--- src/rtl/pe_flit_pkg.sv ---
// Shared flit/credit layout for the PE endpoints.
// Default sizing comes from the NUM_VCS, FLIT_BUFFER_DEPTH, FLIT_DATA_WIDTH
// and NUM_USER_RECV_PORTS macros when they are not set by the build.
// Flit layout, MSB first: {valid, tail, dest, vc, data}. Credit layout: {valid, vc}.

`ifndef NUM_VCS
`define NUM_VCS 2
`endif
`ifndef FLIT_BUFFER_DEPTH
`define FLIT_BUFFER_DEPTH 4
`endif
`ifndef FLIT_DATA_WIDTH
`define FLIT_DATA_WIDTH 64
`endif
`ifndef NUM_USER_RECV_PORTS
`define NUM_USER_RECV_PORTS 4
`endif

package pe_flit_pkg;

  // A single VC still needs a one-bit vc field so the flit format stays uniform.
  function automatic int calc_vc_bits(input int num_vcs);
    return (num_vcs > 1) ? $clog2(num_vcs) : 1;
  endfunction

  // A single-port network keeps a one-bit dest field so the port never collapses to zero width.
  function automatic int calc_dest_bits(input int num_ports);
    return (num_ports > 1) ? $clog2(num_ports) : 1;
  endfunction

  function automatic int calc_flit_w(input int data_w, input int num_vcs, input int num_ports);
    return 2 + data_w + calc_dest_bits(num_ports) + calc_vc_bits(num_vcs);
  endfunction

  function automatic int calc_credit_w(input int num_vcs);
    return 1 + calc_vc_bits(num_vcs);
  endfunction

  // Field offsets, counted from bit 0 of the flit.
  localparam int FLIT_DATA_LSB = 0;

  function automatic int calc_vc_lsb(input int data_w);
    return FLIT_DATA_LSB + data_w;
  endfunction

  function automatic int calc_dest_lsb(input int data_w, input int num_vcs);
    return calc_vc_lsb(data_w) + calc_vc_bits(num_vcs);
  endfunction

  function automatic int calc_tail_bit(input int data_w, input int num_vcs, input int num_ports);
    return calc_dest_lsb(data_w, num_vcs) + calc_dest_bits(num_ports);
  endfunction

  function automatic int calc_valid_bit(input int data_w, input int num_vcs, input int num_ports);
    return calc_tail_bit(data_w, num_vcs, num_ports) + 1;
  endfunction

  // Default-configuration widths for PE modules that do not override the sizing.
  localparam int DEFAULT_VC_BITS   = calc_vc_bits(`NUM_VCS);
  localparam int DEFAULT_DEST_BITS = calc_dest_bits(`NUM_USER_RECV_PORTS);
  localparam int DEFAULT_FLIT_W    = calc_flit_w(`FLIT_DATA_WIDTH, `NUM_VCS, `NUM_USER_RECV_PORTS);
  localparam int DEFAULT_CREDIT_W  = calc_credit_w(`NUM_VCS);

endpackage

--- src/rtl/pe_rx_vc_fifo.sv ---
// One per-VC flit buffer for pe_rx_sink: DEPTH entries of {tail, data}.
// Writes are refused when the buffer is full at the start of the cycle, even if
// a pop happens in the same cycle. Read data is the registered head entry, so a
// newly written flit becomes visible only after the write edge.

module pe_rx_vc_fifo
  import pe_flit_pkg::*;
#(
  parameter int DEPTH   = 4,
  parameter int ENTRY_W = 65,
  localparam int CNT_W  = $clog2(DEPTH + 1),
  localparam int PTR_W  = (DEPTH > 1) ? $clog2(DEPTH) : 1
) (
  input  logic               clk,
  input  logic               rst_n,
  input  logic               wr_en,
  input  logic [ENTRY_W-1:0] wr_data,
  input  logic               rd_en,
  output logic [ENTRY_W-1:0] rd_data,
  output logic               empty,
  output logic               full
);

  logic [ENTRY_W-1:0] mem_q [DEPTH];
  logic [PTR_W-1:0]   wr_ptr_q, wr_ptr_d;
  logic [PTR_W-1:0]   rd_ptr_q, rd_ptr_d;
  logic [CNT_W-1:0]   count_q, count_d;
  logic               do_write;
  logic               do_read;

  // Pointers wrap explicitly at DEPTH-1 so non-power-of-two depths work.
  function automatic logic [PTR_W-1:0] next_ptr(input logic [PTR_W-1:0] p);
    return (p == PTR_W'(DEPTH - 1)) ? '0 : p + 1'b1;
  endfunction

  assign full    = (count_q == CNT_W'(DEPTH));
  assign empty   = (count_q == '0);
  assign rd_data = mem_q[rd_ptr_q];

  // Next pointer and occupancy; a simultaneous write and read leaves occupancy unchanged.
  always_comb begin
    do_write = wr_en && !full;
    do_read  = rd_en && !empty;
    wr_ptr_d = wr_ptr_q;
    rd_ptr_d = rd_ptr_q;
    count_d  = count_q;
    if (do_write) begin
      wr_ptr_d = next_ptr(wr_ptr_q);
    end
    if (do_read) begin
      rd_ptr_d = next_ptr(rd_ptr_q);
    end
    case ({do_write, do_read})
      2'b10:   count_d = count_q + 1'b1;
      2'b01:   count_d = count_q - 1'b1;
      default: count_d = count_q;
    endcase
  end

  // Pointer and occupancy registers; reset empties the buffer.
  always_ff @(posedge clk or negedge rst_n) begin
    if (!rst_n) begin
      wr_ptr_q <= '0;
      rd_ptr_q <= '0;
      count_q  <= '0;
    end else begin
      wr_ptr_q <= wr_ptr_d;
      rd_ptr_q <= rd_ptr_d;
      count_q  <= count_d;
    end
  end

  // Storage array; contents need no reset because occupancy governs validity.
  always_ff @(posedge clk) begin
    if (do_write) begin
      mem_q[wr_ptr_q] <= wr_data;
    end
  end

endmodule

--- src/rtl/pe_rx_sink.sv ---
// Receive-side sink of a PE endpoint: buffers incoming flits per VC, presents one
// buffered flit at a time to the consumer using round-robin over the VCs, and
// returns one credit per consumed flit to the sender.
// Optional protocol checking (overflow, wrong destination) is built only when
// PE_RX_ERR_CHECK_EN is defined; otherwise err is tied low.

`ifndef NUM_VCS
`define NUM_VCS 2
`endif
`ifndef FLIT_BUFFER_DEPTH
`define FLIT_BUFFER_DEPTH 4
`endif
`ifndef FLIT_DATA_WIDTH
`define FLIT_DATA_WIDTH 64
`endif
`ifndef NUM_USER_RECV_PORTS
`define NUM_USER_RECV_PORTS 4
`endif

module pe_rx_sink
  import pe_flit_pkg::*;
#(
  parameter int NUM_VCS    = `NUM_VCS,
  parameter int DEPTH      = `FLIT_BUFFER_DEPTH,
  parameter int DATA_W     = `FLIT_DATA_WIDTH,
  parameter int NUM_PORTS  = `NUM_USER_RECV_PORTS,
  localparam int VC_BITS   = calc_vc_bits(NUM_VCS),
  localparam int DEST_BITS = calc_dest_bits(NUM_PORTS),
  localparam int FLIT_W    = calc_flit_w(DATA_W, NUM_VCS, NUM_PORTS),
  localparam int CREDIT_W  = calc_credit_w(NUM_VCS)
) (
  input  logic                 clk,
  input  logic                 rst_n,
  input  logic                 en,
  input  logic [FLIT_W-1:0]    flit_in,
  output logic                 en_receiveFlit,
  output logic [CREDIT_W-1:0]  credit_out,
  output logic                 sendCredit,
  input  logic [DEST_BITS-1:0] recvPortID,
  output logic                 deq_valid,
  input  logic                 deq_ready,
  output logic [DATA_W-1:0]    deq_data,
  output logic [VC_BITS-1:0]   deq_vc,
  output logic                 deq_tail,
  output logic                 err
);

  localparam int ENTRY_W   = DATA_W + 1;
  localparam int VC_LSB    = calc_vc_lsb(DATA_W);
  localparam int DEST_LSB  = calc_dest_lsb(DATA_W, NUM_VCS);
  localparam int TAIL_BIT  = calc_tail_bit(DATA_W, NUM_VCS, NUM_PORTS);
  localparam int VALID_BIT = calc_valid_bit(DATA_W, NUM_VCS, NUM_PORTS);

  // Decoded incoming flit
  logic                 flit_valid;
  logic                 flit_tail;
  logic [DEST_BITS-1:0] flit_dest;
  logic [VC_BITS-1:0]   flit_vc;
  logic [DATA_W-1:0]    flit_data;

  // Per-VC buffer interface
  logic [NUM_VCS-1:0]   wr_en_v;
  logic [NUM_VCS-1:0]   rd_en_v;
  logic [NUM_VCS-1:0]   empty_v;
  logic [NUM_VCS-1:0]   full_v;
  logic [ENTRY_W-1:0]   head [NUM_VCS];

  // Arbitration and credit state
  logic [VC_BITS-1:0]   rr_ptr_q, rr_ptr_d;
  logic [VC_BITS-1:0]   sel_vc;
  logic                 sel_found;
  int                   rr_idx;
  logic                 pop;
  logic                 credit_valid_q, credit_valid_d;
  logic [VC_BITS-1:0]   credit_vc_q, credit_vc_d;
  logic                 en_rx_q, en_rx_d;

  assign flit_valid = flit_in[VALID_BIT];
  assign flit_tail  = flit_in[TAIL_BIT];
  assign flit_dest  = flit_in[DEST_LSB +: DEST_BITS];
  assign flit_vc    = flit_in[VC_LSB +: VC_BITS];
  assign flit_data  = flit_in[FLIT_DATA_LSB +: DATA_W];

  for (genvar g = 0; g < NUM_VCS; g++) begin : g_vc
    assign wr_en_v[g] = en && flit_valid && (flit_vc == VC_BITS'(g));
    assign rd_en_v[g] = pop && (sel_vc == VC_BITS'(g));

    pe_rx_vc_fifo #(
      .DEPTH   (DEPTH),
      .ENTRY_W (ENTRY_W)
    ) u_fifo (
      .clk     (clk),
      .rst_n   (rst_n),
      .wr_en   (wr_en_v[g]),
      .wr_data ({flit_tail, flit_data}),
      .rd_en   (rd_en_v[g]),
      .rd_data (head[g]),
      .empty   (empty_v[g]),
      .full    (full_v[g])
    );
  end

  // Round-robin pick: first nonempty VC scanning upward from rr_ptr, wrapping.
  always_comb begin
    sel_vc    = rr_ptr_q;
    sel_found = 1'b0;
    rr_idx    = 0;
    for (int i = 0; i < NUM_VCS; i++) begin
      rr_idx = int'(rr_ptr_q) + i;
      if (rr_idx >= NUM_VCS) begin
        rr_idx = rr_idx - NUM_VCS;
      end
      if (!sel_found && !empty_v[VC_BITS'(rr_idx)]) begin
        sel_found = 1'b1;
        sel_vc    = VC_BITS'(rr_idx);
      end
    end
  end

  assign deq_valid = en && sel_found;
  assign pop       = deq_valid && deq_ready;
  assign deq_data  = head[sel_vc][DATA_W-1:0];
  assign deq_tail  = head[sel_vc][DATA_W];
  assign deq_vc    = sel_vc;

  // Next arbitration pointer, credit and enable state.
  // While the consumer stalls, rr_ptr is parked on the presented VC so a flit
  // landing on a VC earlier in the scan cannot steal the grant mid-stall.
  // While disabled, a pending credit is held rather than lost, and shown once
  // the block is enabled again.
  always_comb begin
    rr_ptr_d       = rr_ptr_q;
    credit_valid_d = credit_valid_q;
    credit_vc_d    = credit_vc_q;
    en_rx_d        = en;
    if (pop) begin
      rr_ptr_d = (sel_vc == VC_BITS'(NUM_VCS - 1)) ? '0 : sel_vc + 1'b1;
    end else if (deq_valid) begin
      rr_ptr_d = sel_vc;
    end
    if (en) begin
      credit_valid_d = pop;
      credit_vc_d    = pop ? sel_vc : '0;
    end
  end

  // Arbitration, credit and enable registers; reset discards any pending credit.
  always_ff @(posedge clk or negedge rst_n) begin
    if (!rst_n) begin
      rr_ptr_q       <= '0;
      credit_valid_q <= 1'b0;
      credit_vc_q    <= '0;
      en_rx_q        <= 1'b0;
    end else begin
      rr_ptr_q       <= rr_ptr_d;
      credit_valid_q <= credit_valid_d;
      credit_vc_q    <= credit_vc_d;
      en_rx_q        <= en_rx_d;
    end
  end

  assign en_receiveFlit = en_rx_q;
  assign sendCredit     = en && credit_valid_q;
  assign credit_out     = (en && credit_valid_q) ? {1'b1, credit_vc_q} : '0;

`ifdef PE_RX_ERR_CHECK_EN
  logic err_q, err_d;
  logic vc_full_hit;

  // Fullness of the VC the incoming flit targets.
  always_comb begin
    vc_full_hit = 1'b0;
    for (int i = 0; i < NUM_VCS; i++) begin
      if (flit_vc == VC_BITS'(i)) begin
        vc_full_hit = full_v[i];
      end
    end
  end

  // Sticky error on overflow or a flit addressed to another port.
  always_comb begin
    err_d = err_q;
    if (en && flit_valid && (vc_full_hit || (flit_dest != recvPortID))) begin
      err_d = 1'b1;
    end
  end

  // Error flag register, cleared only by reset.
  always_ff @(posedge clk or negedge rst_n) begin
    if (!rst_n) begin
      err_q <= 1'b0;
    end else begin
      err_q <= err_d;
    end
  end

  assign err = err_q;
`else
  logic unused_err_inputs;
  assign unused_err_inputs = ^{recvPortID, flit_dest, full_v};
  assign err = 1'b0;
`endif

endmodule
--- config.mk ---
export PLATFORM = sky130hd
export DESIGN_NAME = pe_rx_sink
export DESIGN_NICKNAME = d
export VERILOG_FILES = /design/src/rtl/pe_flit_pkg.sv /design/src/rtl/pe_rx_vc_fifo.sv /design/src/rtl/pe_rx_sink.sv
export SDC_FILE = /design/constraint.sdc
export NUM_CORES = 1
export LEC_CHECK = 0
export ABC_AREA = 1
export ABC_CLOCK_PERIOD_IN_PS = 3600
export BUFFER_PORTS_ARGS = -buffer_cell sky130_fd_sc_hd__clkbuf_2
export CELL_PAD_IN_SITES_DETAIL_PLACEMENT = 1
export CELL_PAD_IN_SITES_GLOBAL_PLACEMENT = 1
export CORE_AREA = 2 2 179 269
export CTS_BUF_LIST = sky130_fd_sc_hd__clkbuf_4 sky130_fd_sc_hd__clkbuf_8
export DETAILED_ROUTE_END_ITERATION = 8
export DIE_AREA = 0 0 181 271
export GPL_TIMING_DRIVEN = 1
export PLACE_DENSITY_LB_ADDON = 0.25
export SLEW_MARGIN = 20
export SYNTH_ARGS = -nofsm -noshare
export SYNTH_HDL_FRONTEND = slang
export SYNTH_SLANG_ARGS = --single-unit
--- constraint.sdc ---
create_clock -name clk -period 3.6 [get_ports clk]
set_input_delay 0.36 -clock clk [delete_from_list [all_inputs] [get_ports clk]]
set_output_delay 0.36 -clock clk [all_outputs]
set_load 0.03 [all_outputs]
Word level (Yosys, flattened, before mapping)
Memory sizes are Yosys's and may differ from the RTL's.
Index checks and enable logic that the tools add are counted.
- bits of input ports: 75
- bits in writable memories: 520
- logic and storage cells: 93
- bits in registers: 18
- output and inout port bits: 72
- memories kept: 2
- memories (memory ; words ; width ; read ports ; clocked after memory_dff ; wr ports ; line ; text):
    g_vc[0].u_fifo.mem_q ; 4 ; 65 ; 1 ; 0 ; 1 ; pe_rx_vc_fifo.sv:24 ; logic [ENTRY_W-1:0] mem_q [DEPTH];
    g_vc[1].u_fifo.mem_q ; 4 ; 65 ; 1 ; 0 ; 1 ; pe_rx_vc_fifo.sv:24 ;
- equal/unequal tests: 10
- reduce and logical (&&, ||, !) cells: 23
- order comparisons: 5
- add/subtract/negate cells: 12
- mux-type cells: 28
- bitwise operators: 3
- operators by type and width (cell ; number):
    65-bit two-way mux ; 3
    1-bit two-way mux ; 18
    1-bit logical AND ; 13
    2-bit equality test (second input constant) ; 6
    3-bit case mux with 2 select lines ; 2
    2-bit two-way mux ; 5
    2-bit by 1-bit adder with 2-bit output (second input constant) ; 4
    3-bit by 1-bit adder with 3-bit output (second input constant) ; 2
    3-bit equality test (second input constant) ; 2
    3-bit zero test ; 2
    1-bit by 3-bit less-than comparator with 1-bit output (second input constant) ; 2
    2-bit nonzero test ; 3
    3-bit by 1-bit subtractor with 3-bit output (second input constant) ; 2
    1-bit zero test ; 5
    2-bit by 1-bit equality test with 1-bit output (second input constant) ; 2
    2-bit >= comparator (second input constant) ; 2
    1-bit by 1-bit adder with 2-bit output (second input constant) ; 1
    1-bit by 2-bit >= comparator with 1-bit output (second input constant) ; 1
    1-bit inverter ; 2
    1-bit inverter with 2-bit output ; 1
    1-bit subtractor (second input constant) ; 2
    1-bit adder (second input constant) ; 1

Logic depth before layout (Yosys ltp)
- depth after elaboration: 15
- mapped depth: 10
- mapped depth without buffers: 10

Cells and area by module
Synthesis repeated with hierarchy kept, for this count alone.
- cells, all modules: 1878
- area, all modules: 22738.1 um^2
- modules (own cells, without submodules) (module ; area an instance (um^2) ; instances ; seq. area each (um^2) ; cells an instance):
    pe_rx_vc_fifo at g_vc[1].u_fifo ; 10890.4 ; 1 ; 7982.7 ; 819
    pe_rx_vc_fifo at g_vc[0].u_fifo ; 10789.1 ; 1 ; 7982.7 ; 819
    pe_rx_sink ; 1058.5 ; 1 ; 100.1 ; 240

Worst setup path after synthesis
Ideal clock, no wire load.
- path kind: register to register
- start point: reg g_vc[1].u_fifo.count_q[0]
- end point: mem g_vc[1].u_fifo.mem_q[0][0], enable pin
- data required time: 3.111 ns
- library setup time: 0.489 ns
- cell stages (with the launch flop): 5
- clock period less this slack: 3.980 ns
- data arrival time: 3.492 ns
- path buffers: 0
- slack: -0.380 ns
- path through: dfrtp_1 inv_1 nand3_1 nand3b_1 nor2_1
- longest elaborated chain between the ends: 5
- ends and longest elaborated chain (what ; line ; text):
    start: declaration ; pe_rx_vc_fifo.sv:27 ; logic [CNT_W-1:0] count_q, count_d;
    start signal: assignment ; pe_rx_vc_fifo.sv:69 ; count_q <= count_d;
    3-bit equality test ; pe_rx_vc_fifo.sv:36 ; assign full = (count_q == CNT_W'(DEPTH));
    1-bit zero test ; pe_rx_vc_fifo.sv:42 ; do_write = wr_en && !full;
    1-bit logical AND ; pe_rx_vc_fifo.sv:42 ;
    1-bit two-way mux ; pe_rx_vc_fifo.sv:75 ; if (do_write) begin
    1-bit two-way mux (implied by the code) ; pe_rx_vc_fifo.sv:76 ; mem_q[wr_ptr_q] <= wr_data;
    end: declaration ; pe_rx_vc_fifo.sv:24 ;
Every way passes these cells.

Final worst setup path
- start point: reg g_vc[1].u_fifo.rd_ptr_q[0]
- end point: out deq_data[49]
- longest elaborated chain between the ends: 4
- ends and longest elaborated chain (what ; line ; text):
    start: declaration ; pe_rx_vc_fifo.sv:26 ; logic [PTR_W-1:0] rd_ptr_q, rd_ptr_d;
    start signal: assignment ; pe_rx_vc_fifo.sv:68 ; rd_ptr_q <= rd_ptr_d;
    memory 4 x 65 bit ; n/a ;
    65-bit two-way mux (3 in series) ; n/a ;
    end: declaration ; pe_rx_sink.sv:42 ; output logic [DATA_W-1:0] deq_data,
Every way passes these cells. The select of a mux whose other input is x is not followed.

==> out/metrics.yaml <==
placement:
  preCtsSetupSlack_ns: 1.027
  routabilityCongestion: 0.7352
  portBuffers: 141
  hpwl_mm: 29.02
timing:
  fin_crit_sh_pct: 87.63
  fin_worst_skew_ns: 0.01875
  slew_headroom_pct: 25.96
  hold_viol: 0
  period_needed_ns: 3.155
  tightest_slew_ns: 1.111
  slew_violations: 0
  rsz0062_at_grt: "no"
  fmax_mhz: 317.0
  tns_ns: 0
  setup_ws_ns: 0.4453
  final-setup-viol-count: 0
power_and_ir_drop:
  p_leak_nw: 9.120
  ir_drop_v: 0.0006778
  p_per_area_nw_per_um2: 793.9
cells_and_area:
  drive_gt1_share_pct: 15.61
  multi_input_area_um2: 4707
  final_nets: 2024
  area_delta_synth_final_pct: 16.96
  post-route-util_pct: 53.51
  register_area_um2: 16080
  fill_cells: 4814
critical_path:
  worst-path-buf-inv: 3
  cp-end-kind: "output port"
  max_stage_delay_ns: 0.50
  arrival_ns: 2.79
  cp.required_ns: 3.24
  cp_top_family: "buffers and inverters"
  cpMaxStageDelayCell: "dfrtp_4"
  path_max_fanout: 52
  cp_cell_sequence: "inv_4, buf_4, nand2_1, nand3_1, nand3_1, nand2_1, clkbuf_2"
  worstSetupStartpointType: "flop"
  worstSetupPathType: "flop to output port"
drt:
  via_per_inst: 5.445
  drt_iter0_drc: 800
  drc: 0
  vias: 14150
  drt_wl_total_mm: 54.43
  wl_per_cell_um: 20.95
  antenna_left: 0
  drt_pre_antenna_iters: 5
clock_tree:
  cts_resized: 0
  htreeDepth: 3
  cts-root-buf: "clkbuf_8"
  cts_setup_buffers: 0
  clock_path_buffers: 3
  clock_sinks: 538
  cts_tree: "yes"
  cts_buffers: 80
  clk_pin_slew_ns: 0.06
  clk_latency_ns: 0.65
synthesis:
  synth_cell_types: 25
  avgSynthCellArea_um2: 12.38
  synth_area_um2: 21320
  ys_warn_count: 0
  synthesis.nets: 1811
  synth_seq_cells: 538
  seq_area_frac_synth_pct: 75.34
  netlist_instances: 1722
global_route:
  antenna_found_initial: 5
  grt_pass1_vias: 15350
  grt_max_degree: 134
  grt_overflow_total: 0
  grt_pass1_wl_mm: 83.46
  grt_usage_pct: 22.34
status:
  outcome: "finished clean"
die:
  die_w_um: 181
  die_area_um2: 49050
  rows: 97
  ioPinCount: 147
  start_util_pct: 45.75
  fp.dieH_um: 271
  fp.coreArea_um2: 46600
hold_path:
  hp-class: "primary input to flop"
job:
  drv_cap: 0
registers in the layout, indices dropped and copies added (netlist names):
register,count
credit_valid_q,1
credit_vc_q,1
en_receiveFlit,1
g_vc.u_fifo.count_q,6
g_vc.u_fifo.mem_q,520
g_vc.u_fifo.rd_ptr_q,4
g_vc.u_fifo.wr_ptr_q,4
rr_ptr_q,1
what timing repair did:
action / CTS / global route
hold buffers: 65 / 0
hold endpoints to repair: 518 / 0
endpoints found under the setup margin: 0 / 0
placed cells by master (no fill, tap or decap), types with 2 or more instances in the layout:
| cell | instances |
|---|---|
| buf_4 | 15 |
| inv_2 | 2 |
| nand3_1 | 200 |
| diode_2 | 5 |
| clkinv_2 | 6 |
| fa_1 | 2 |
| o21ai_0 | 77 |
| inv_1 | 23 |
| buf_12 | 12 |
| edfxtp_1 | 520 |
| bufinv_16 | 2 |
| clkbuf_2 | 141 |
| inv_4 | 2 |
| clkinvlp_4 | 2 |
| nand2_1 | 409 |
| ha_1 | 12 |
| dfrtp_2 | 2 |
| dlygate4sd3_1 | 65 |
| dfrtp_4 | 3 |
| clkbuf_8 | 85 |
| nor2_1 | 204 |
| nor2_4 | 8 |
| a21oi_1 | 7 |
| xnor2_1 | 3 |
| dfrtp_1 | 13 |
| o21bai_1 | 2 |
| clkinv_1 | 20 |
| clkbuf_4 | 31 |
| o21ai_1 | 125 |
per-stage QoR:
stage	std cells	instance area, um^2	hold WS (ns)	power (W)
floorplan	1722	21330	0.06441	0.01260
global placement	2382	22690	0.3433	0.01474
detailed placement	2382	22690	0.3471	0.01505
CTS	2593	24930	0.002197	0.02003
global route	2598	24940	0.03113	0.02095
finish	2598	24940	0.03428	0.01980
logic make-up after synthesis:
kind of cell / share of synthesized area, %
fa+ha+maj: 0.8919
buf+inv: 2.864
other cells: 0.01759
xor+xnor: 0.1643
simple gates: 15.74
flops: 75.34
compound gates: 4.976
path summary, 6_finish.rpt:
path / from / to / slack [ns] / cells after the start
max: g_vc[1].u_fifo.rd_ptr_q[0] / deq_data[49] / 0.45 / 7
min: flit_in[24] / g_vc[0].u_fifo.mem_q[1][24] / 0.03 / 1
max reg2reg: rr_ptr_q / g_vc[1].u_fifo.count_q[2] / 1.04 / 9
min reg2reg: g_vc[0].u_fifo.count_q[0] / g_vc[0].u_fifo.count_q[0] / 0.51 / 1
max in group asynchronous: rst_n / g_vc[0].u_fifo.rd_ptr_q[1] / 2.99 / 2
min in group asynchronous: rst_n / g_vc[1].u_fifo.wr_ptr_q[1] / 0.22 / 2
layout make-up:
| class | instances | share of cell area, % |
|---|---|---|
| Sequential cell | 538 | 64.47 |
| Tap cell | 594 | 2.980 |
| Antenna cell | 5 | 0.05017 |
| Timing Repair Buffer | 233 | 6.853 |
| Multi-Input combinational cell | 1055 | 18.87 |
| Inverter | 27 | 0.4264 |
| Clock buffer | 116 | 5.624 |
| Clock inverter | 30 | 0.7224 |
metal layers:
metal | GRT usage, % | vias up | routed length (um)
met3 | 3.271 | 109 | 2062
met1 | 23.83 | 7203 | 20840
met4 | 10.50 | 0 | 1659
li1 | - | 6490 | -
met5 | 0 | - | 0
met2 | 42.87 | 344 | 29870
cell usage after synthesis:
cell / n / area, um^2
nand3b_1: 1 / 7.510
conb_1: 1 / 3.750
nor3_1: 1 / 5.000
a21oi_1: 7 / 35.03
buf_1: 11 / 41.29
buf_6: 8 / 90.09
nand3_1: 200 / 1001
xor2_1: 1 / 8.760
nor2_1: 212 / 795.8
xnor2_1: 3 / 26.28
o21ai_1: 125 / 625.6
ha_1: 12 / 150.1
nand4_1: 1 / 6.260
edfxtp_1: 520 / 15610
o21bai_1: 2 / 15.01
buf_2: 41 / 205.2
clkbuf_1: 38 / 142.6
o21ai_0: 77 / 385.4
fa_1: 2 / 40.04
buf_4: 4 / 30.03
inv_2: 2 / 7.510
nand2_1: 409 / 1535
dfrtp_1: 18 / 450.4
inv_1: 25 / 93.84
or2_2: 1 / 6.260
report_power, final:
part / switching, W / total [W] / internal [W]
sequential: 0.000266 / 0.00756 / 0.00729
clock: 0.00226 / 0.00490 / 0.00264
combinational: 0.00539 / 0.00734 / 0.00195
worst reg2reg max path, stage by stage, from the launching register on:
cell	delay, ns
dfrtp_2	0.54
buf_4	0.48
nand4_1	0.27
nor2_1	0.16
ha_1	0.16
inv_1	0.07
fa_1	0.38
a21oi_1	0.14
o21ai_0	0.11
xnor2_1	0.14
Power figures use the tool's default switching activity.
